<file path="src/rtl/exmem_pkg.sv">
// Shared types for the execute->memory pipeline buffer: control bundle,
// skid-buffer state encoding and the write-gating helper.
package exmem_pkg;

    typedef struct packed {
        logic       result_src;
        logic       mem_write;
        logic [1:0] mem_type;
        logic       mem_sign;
        logic       auipc;
        logic       reg_write;
        logic       jal;
    } exmem_ctrl_t;

    localparam int unsigned CTRL_W = $bits(exmem_ctrl_t);

    typedef enum logic [1:0] {
        ST_EMPTY = 2'd0,
        ST_FULL  = 2'd1,
        ST_SKID  = 2'd2
    } skid_state_t;

    // Fields that cause architectural side effects; forced low on a bubble.
    localparam exmem_ctrl_t CTRL_GATE_MASK = '{
        result_src: 1'b0,
        mem_write:  1'b1,
        mem_type:   2'b00,
        mem_sign:   1'b0,
        auipc:      1'b0,
        reg_write:  1'b1,
        jal:        1'b0
    };

    function automatic exmem_ctrl_t gate_ctrl(input exmem_ctrl_t c, input logic v);
        exmem_ctrl_t r;
        r = v ? c : exmem_ctrl_t'(c & ~CTRL_GATE_MASK);
        return r;
    endfunction

endpackage

</file>
<file path="src/rtl/exmem_pipe_buf_skid.sv">
// Generic 2-entry skid buffer over a packed payload; the main register
// drives the output, the skid register absorbs one beat under back-pressure.
module skid_reg2
    import exmem_pkg::*;
#(
    parameter int unsigned WIDTH = 8
) (
    input  logic             i_clk,
    input  logic             i_rst_n,
    input  logic             i_flush,
    input  logic             i_valid,
    output logic             o_ready,
    input  logic [WIDTH-1:0] i_data,
    output logic             o_valid,
    input  logic             i_ready,
    output logic [WIDTH-1:0] o_data
);

    skid_state_t      r_state;
    skid_state_t      w_state_nxt;
    logic [WIDTH-1:0] r_main;
    logic [WIDTH-1:0] r_skid;
    logic             w_in_acc;
    logic             w_out_acc;
    logic             w_main_from_in;
    logic             w_main_from_skid;
    logic             w_skid_from_in;

    // Both handshake outputs come straight from the state register.
    assign o_ready   = (r_state != ST_SKID);
    assign o_valid   = (r_state != ST_EMPTY);
    assign o_data    = r_main;
    assign w_in_acc  = i_valid & o_ready;
    assign w_out_acc = o_valid & i_ready;

    always_comb begin
        w_state_nxt      = r_state;
        w_main_from_in   = 1'b0;
        w_main_from_skid = 1'b0;
        w_skid_from_in   = 1'b0;
        if (i_flush) begin
            w_state_nxt = ST_EMPTY;
        end else begin
            case (r_state)
                ST_EMPTY: begin
                    if (w_in_acc) begin
                        w_state_nxt    = ST_FULL;
                        w_main_from_in = 1'b1;
                    end
                end
                ST_FULL: begin
                    case ({w_in_acc, w_out_acc})
                        2'b11: w_main_from_in = 1'b1;
                        2'b10: begin
                            w_state_nxt    = ST_SKID;
                            w_skid_from_in = 1'b1;
                        end
                        2'b01: w_state_nxt = ST_EMPTY;
                        default: w_state_nxt = ST_FULL;
                    endcase
                end
                ST_SKID: begin
                    if (w_out_acc) begin
                        w_state_nxt      = ST_FULL;
                        w_main_from_skid = 1'b1;
                    end
                end
                default: w_state_nxt = ST_EMPTY;
            endcase
        end
    end

    always_ff @(negedge i_clk or negedge i_rst_n) begin
        if (!i_rst_n) begin
            r_state <= ST_EMPTY;
        end else begin
            r_state <= w_state_nxt;
        end
    end

    always_ff @(negedge i_clk or negedge i_rst_n) begin
        if (!i_rst_n) begin
            r_main <= '0;
            r_skid <= '0;
        end else begin
            if (w_main_from_in) begin
                r_main <= i_data;
            end else if (w_main_from_skid) begin
                r_main <= r_skid;
            end
            if (w_skid_from_in) begin
                r_skid <= i_data;
            end
        end
    end

endmodule

</file>
<file path="src/rtl/exmem_pipe_buf.sv">
// Execute->memory pipeline stage: elastic skid buffer with flush, bubble
// write-gating and a saturating stall counter. State changes on falling edge.
module exmem_pipe_buf
    import exmem_pkg::*;
#(
    parameter int unsigned DATA_WIDTH     = 32,
    parameter int unsigned REG_ADDR_WIDTH = 5,
    parameter int unsigned CNT_WIDTH      = 16
) (
    input  logic                      clk,
    input  logic                      rst_n,
    input  logic                      valid_i,
    output logic                      ready_o,
    input  exmem_ctrl_t               ctrl_i,
    input  logic [DATA_WIDTH-1:0]     alu_result_i,
    input  logic [DATA_WIDTH-1:0]     rd2_i,
    input  logic [DATA_WIDTH-1:0]     pc_inc_i,
    input  logic [REG_ADDR_WIDTH-1:0] rd_addr_i,
    output logic                      valid_o,
    input  logic                      ready_i,
    output exmem_ctrl_t               ctrl_o,
    output logic [DATA_WIDTH-1:0]     alu_result_o,
    output logic [DATA_WIDTH-1:0]     rd2_o,
    output logic [DATA_WIDTH-1:0]     pc_inc_o,
    output logic [REG_ADDR_WIDTH-1:0] rd_addr_o,
    input  logic                      flush_i,
    output logic [CNT_WIDTH-1:0]      stall_cnt_o
);

    localparam int unsigned PAY_W = CTRL_W + 3 * DATA_WIDTH + REG_ADDR_WIDTH;

    logic [PAY_W-1:0]     w_pay_in;
    logic [PAY_W-1:0]     w_pay_out;
    exmem_ctrl_t          w_ctrl_raw;
    logic [CNT_WIDTH-1:0] r_stall_cnt;

    assign w_pay_in = {ctrl_i, alu_result_i, rd2_i, pc_inc_i, rd_addr_i};

    skid_reg2 #(
        .WIDTH(PAY_W)
    ) u_skid (
        .i_clk   (clk),
        .i_rst_n (rst_n),
        .i_flush (flush_i),
        .i_valid (valid_i),
        .o_ready (ready_o),
        .i_data  (w_pay_in),
        .o_valid (valid_o),
        .i_ready (ready_i),
        .o_data  (w_pay_out)
    );

    assign {w_ctrl_raw, alu_result_o, rd2_o, pc_inc_o, rd_addr_o} = w_pay_out;
    assign ctrl_o = gate_ctrl(w_ctrl_raw, valid_o);

    // Flush deliberately leaves the counter alone; only reset clears it.
    always_ff @(negedge clk or negedge rst_n) begin
        if (!rst_n) begin
            r_stall_cnt <= '0;
        end else if (valid_o && !ready_i && (r_stall_cnt != '1)) begin
            r_stall_cnt <= r_stall_cnt + 1'b1;
        end
    end

    assign stall_cnt_o = r_stall_cnt;

endmodule

</file>
<file path="config.mk">
export PLATFORM = sky130hd
export DESIGN_NAME = exmem_pipe_buf
export DESIGN_NICKNAME = d
export VERILOG_FILES = /design/src/rtl/exmem_pkg.sv /design/src/rtl/exmem_pipe_buf_skid.sv /design/src/rtl/exmem_pipe_buf.sv
export SDC_FILE = /design/constraint.sdc
export NUM_CORES = 1
export LEC_CHECK = 0
export ABC_CLOCK_PERIOD_IN_PS = 2300
export BUFFER_PORTS_ARGS = -buffer_cell sky130_fd_sc_hd__buf_2
export CORE_UTILIZATION = 25
export CTS_CLUSTER_DIAMETER = 100
export DETAILED_ROUTE_END_ITERATION = 16
export PLACE_DENSITY = 0.54
export SLEW_MARGIN = 30
export SYNTH_ARGS = -nofsm -noshare
export SYNTH_HDL_FRONTEND = slang
export SYNTH_SLANG_ARGS = --single-unit
export TNS_END_PERCENT = 1
</file>
<file path="constraint.sdc">
create_clock -name clk -period 2.3 [get_ports clk]
set_input_delay 0.23 -clock clk [delete_from_list [all_inputs] [get_ports clk]]
set_output_delay 0.23 -clock clk [all_outputs]
set_load 0.1 [all_outputs]
</file>
Word level (Yosys, flattened, before mapping)

Cells that the tools add are included.

Input port bits: 114
Bits in registers: 236
Output and inout bits: 127
Logic and storage cells: 42

Mux-type cells: 18
Bitwise logic cells: 2
Reductions and logical operators: 7
Eq/ne operators: 10
$add $sub $neg: 1

Operator list:

| operator                                                                | count |
|---|---|
| 109-bit two-way mux                                                     | 2 |
| 16-bit by 1-bit adder with 16-bit output, second input constant         | 1 |
| 16-bit inequality test, second input constant                           | 1 |
| 2-bit one-hot mux with 3 select lines                                   | 2 |
| 1-bit two-way mux                                                       | 9 |
| 7-bit two-way mux                                                       | 1 |
| 2-bit == test, second input constant                                    | 3 |
| 2-bit two-way mux                                                       | 3 |
| 3-bit by 2-bit inequality test with 1-bit output, second input constant | 2 |
| 2-bit by 1-bit == test with 1-bit output, second input constant         | 2 |
| 2-bit nonzero test                                                      | 2 |
| 3-bit inequality test, second input constant                            | 1 |
| 3-bit AND reduction                                                     | 1 |
| 1-bit bitwise AND                                                       | 2 |
| 1-bit logical AND                                                       | 2 |
| 2-bit logical NOT                                                       | 1 |
| 2-bit inequality test, second input constant                            | 1 |
| 1-bit one-hot mux with 2 select lines                                   | 1 |
| 1-bit logical NOT                                                       | 1 |

Logic depth before layout (Yosys ltp)

Depth after elaboration: 7
Mapped depth: 13
Depth with buffers taken out: 9

Hierarchy

From an unflattened synthesis, not the netlist that was laid out.

Cell total of the unflattened synthesis: 686
Area total of the unflattened synthesis: 9663.0 µm²

By module, submodules not included:

| module         | sequential area each (µm²) | cells each | times used | area each (µm²) |
|---|---|---|---|---|
| skid_reg2      | 5505.3                     | 611        | 1          | 8847.2 |
| exmem_pipe_buf | 400.4                      | 75         | 1          | 815.8 |

==> results.md <==
Final layout:
- The finished layout holds 1534 standard cells, fillers aside.
- Relative to the synthesized area, the layout overhead comes to 43.6%.
- The number of nets in the finished design is 1097.
- The layout cell share with drive strength beyond 1 is 48.5%.
- The number of fill cells in the layout is 3907.

Pwr:
- Dividing total power by cell area gives a power density of 1240 nW/um^2.
- Summed over all cells, the static leakage comes to 7.40 nW.
- The clock network accounts for 24.3% of the total power.
- The internal power of the cells is 11.3 mW.
- The share of power burned in registers is 34.1%.
- Overall power consumption after layout is estimated at 18.7 mW.
- The total net switching power is 7.37 mW.
- Combinational cells account for 41.6% of the total power.
- In this run switching power makes up 39.4% of total power.
- The highest ir drop seen on vdd is 0.686 mV.

Detailed routing:
- The post-detailed-route via-to-cell ratio is 4.43.
- The total vias in the final route is 6798.
- After detailed routing, the average wire length per cell comes to 16.5 um.
- The detail route stage leaves a number of antenna-violating nets equal to 0.
- The detailed-router iteration count before antenna repair is 6.
- The detailed-route wire length is 25.2 mm.
- The iteration-0 DRC count of the detailed router is 176.
- In the routed design, unresolved DRC markers number 0.

CTS:
- The CTS buffer count is 27.
- The CTS tree is done.
- The count of clock tree sinks is 236.
- The number of buffers on the longest clock path is 3.
- The post-CTS clock slew at the launch and capture registers of the worst setup and hold paths is 0.04 ns.
- In this run the number of H-tree levels came out at 1.
- The tree is rooted in a clkbuf_16.
- The insertion delay of the later-clocked pin in the worst-skew pair is 0.54 ns.

Worst setup path:
- The endpoint kind of the worst setup timing path is an output port.
- The endpoint required time on the critical path is 2.07 ns.
- The depth of the worst register-to-register path is 12.
- In this design, the stage delay of the slowest critical-path cell is 0.37 ns.
- For the worst setup path, the data arrival time is 2.63 ns.
- The category of the most critical setup path is flip-flop to output port.
- The cell family contributing the most delay on the critical path is flip-flops.
- The endpoint of the most critical register-to-register path is u_skid.o_data[70].
- Across all register-to-register paths, the minimum setup slack is 0.04 ns.
- The startpoint identified for the worst register-to-register timing path is u_skid.r_state[0].
- The maximum net fanout on the critical path is 3.
- The sum of buffers and inverters on the critical path is 2.
- Among all stages on the critical path, the largest delay is contributed by dfrtn_1.
- The worst setup path is launched from a flip-flop.
- Walking the worst path, the cells encountered are nor2_4, clkinvlp_4, buf_12.

Synthesis:
- The flip-flop and latch count after synthesis is 236.
- Counting every instance in the synthesized netlist gives 799.
- The synthesized cell area is 10500 um^2.
- For this run, asynchronously set or reset flops after synthesis account for 100%.
- During synthesis, Yosys emitted a total of 0 warnings.
- The mean instance size in the synthesized netlist is 13.2 um^2.
- Yosys mapped a number of flops with a built-in enable equal to 0.
- The number of nets produced by synthesis is 916.
- The top flip-flop cell by instance count after synthesis is dfrtn_1.
- Sequential elements use 56.1% of the synthesized area.
- The count of cell types in the netlist is 39.
- After synthesis, the largest area contributor takes up 56.1% of total cell area.
- The cell accounting for the most synthesized area is dfrtn_1.
- Ranked by total cell area, the synthesized netlist is headed by dfrtn_1, mux2_2, a22o_1, buf_4, a21o_1.

Run status:
- The final reports fail on setup timing.
- The run finished, with violations left.

Die:
- For this configuration, the core starts out at a cell density of 25.5%.
- The die width is 207 um.
- The floorplan step defined a die boundary enclosing 42900 um^2.
- The area of the core is 41200 um^2.
- The floorplan die height is 207 um.
- During I/O placement, the number of pins put on the boundary was 241.
- After floorplanning, the core was divided into 74 placement rows.

STA:
- Setup violations remaining at the end of the flow were counted as 169.
- In this run the tightest slew margin relative to its limit is 59.9%.
- The worst setup slack after layout is -0.556 ns.
- The total count of max-transition violations in the final report came to 0.
- The hold violation count in the final report came to 0.
- Setup repair after global routing could not meet its margin everywhere.
- The slew at the pin with the worst max-slew slack is 0.602 ns.
- On the final layout, the worst clock skew is 0.0166 ns.
- The tightest hold path in the finished design has a slack of 0.446 ns.

Global route:
- The wire length of the first global-routing pass is 40.8 mm.
- The remaining global-route overflow is 0.
- Entering global routing, the biggest net connects 61 pins.
- The via count of the first global-routing pass was 7089.
- Global routing used 11.8% of the available tracks.
- The initial antenna violation count was 2.

Placement:
- The total half-perimeter wirelength after legalization and detailed placement is 17.8 mm.
- The congestion estimate from routability-driven global placement came to 0.725.
- The number of placed instances, taps included, is 1480.
- At the placement stage, the worst setup path has a slack of -0.755 ns.
- The port buffer count is 240.

Hold path:
- The worst hold-check path type is flip-flop to flip-flop.
- The worst min-delay path endpoint is u_skid.o_data[107].
- Counting instances, the worst hold path has a depth of 1.
- The worst hold path begins at u_skid.o_data[107].

Job:
- The number of violations of the max-capacitance limit is 0.
## cell usage after synthesis (all sizes together) (3+ instances only)
cell type	instances
dfrtn	236
buf	140
mux2	112
a21o	109
a22o	109
clkbuf	17
nor2	12
nand2	6
nand4	6
xnor2	6
xor2	6
nor3	5
nand3	4
nor4	4
ha	3
inv	3
o21ai	3
## cell usage in the layout (no fill, tap or decap), types with 3 or more instances in the layout
cell and instances:
bufinv_16 5, mux2_2 112, o21ai_0 3, buf_4 42
nor2_1 10, buf_12 147, buf_2 110, nand3_1 3
a22o_1 109, nand2_1 5, a21o_1 109, nor3_1 3
xor2_1 6, clkinvlp_4 4, buf_6 8, clkbuf_1 5
clkinv_2 7, clkbuf_16 27, nand4_1 5, xnor2_1 6
dfrtn_1 236
## per-layer routing
layer,routed length [um],GRT usage (%)
met1,11100,15.3
met2,11900,19.0
met3,1690,3.52
met4,549,3.29
met5,17,0
## registers in the layout, indices dropped and copies added (netlist names)
register	count
u_skid.o_data	109
stall_cnt_o	16
u_skid.r_state	2
u_skid.r_skid	109
## cells by family (layout without fill, tap and decap cells)
logic type,count (synthesis),count (layout),share of synthesized area [%]
buffers and inverters,160,362,10.1
other,0,1,0
adders and majority gates,3,3,0.357
xor gates and xnor gates,12,12,0.999
AOI/OAI and AO/OA,230,230,17.6
and+or+nand+nor,45,45,2.74
muxes,113,113,12.1
DFF,236,236,56.1
## how the worst max path moves through the flow
stage | cells after the start | start | end
4_1_cts | 3 | u_skid.r_state[1] | valid_o
3_3_place_gp | 8 | valid_i | u_skid.o_data[19]
5_1_grt | 3 | u_skid.r_state[0] | valid_o
3_5_place_dp | 8 | valid_i | u_skid.o_data[85]
6_report | 3 | u_skid.r_state[0] | valid_o
2_1_floorplan | 8 | valid_i | u_skid.o_data[100]
## worst reg2reg max path: stages (launching register included)
cell        delay, ns
dfrtn_1          0.37
nor2_4           0.22
clkinvlp_4       0.16
buf_4            0.15
nand2_2          0.07
inv_2            0.04
ha_4             0.16
mux2i_4          0.16
nor3_4           0.07
buf_12           0.15
buf_6            0.17
a22o_1           0.24
a21o_1           0.15
## per-stage QoR
| stage | utilization [%] | setup TNS (ns) | cell area (um^2) |
|---|---|---|---|
| 4_1_cts | 36.6 | -39.10 | 15100 |
| 5_1_grt | 36.7 | -45.04 | 15100 |
| 6_report | 36.7 | -35.78 | 15100 |
| 2_1_floorplan | - | -81.69 | 10700 |
| 3_3_place_gp | 34.1 | -142.27 | 14100 |
| 3_5_place_dp | 34.1 | -143.89 | 14100 |
## area by class of cell
| type | count | area, um^2 | area share, % |
|---|---|---|---|
| Antenna cell | 1 | 2.50 | 0.0166 |
| Sequential cell | 236 | 5910 | 39.1 |
| Clock inverter | 16 | 216 | 1.43 |
| Multi-Input combinational cell | 403 | 3650 | 24.1 |
| Timing Repair Buffer | 309 | 3930 | 26.0 |
| Clock buffer | 34 | 722 | 4.78 |
| Tap cell | 532 | 666 | 4.41 |
| Inverter | 3 | 15.0 | 0.0994 |
## what timing repair did
| action | 4_1_cts | 5_1_grt |
|---|---|---|
| endpoints found under the hold margin | 0 | 0 |
| gates resized for setup | 10 | 5 |
| pin swaps | 63 | 32 |
| endpoints found under the setup margin | 282 | 271 |
| hold buffers | 0 | 0 |
| setup buffers | 1 | 2 |
## power by group through the flow
stage	sequential [mW]	combinational, mW	clock (mW)
final	6.39	7.78	4.55
after global routing	6.56	8.06	4.86
after CTS	6.41	7.85	4.68
after detailed placement	6.47	7.82	0
after global placement	6.42	7.75	0
after floorplan	6.33	5.46	0
No activity file was read; power rests on OpenSTA's default activity.
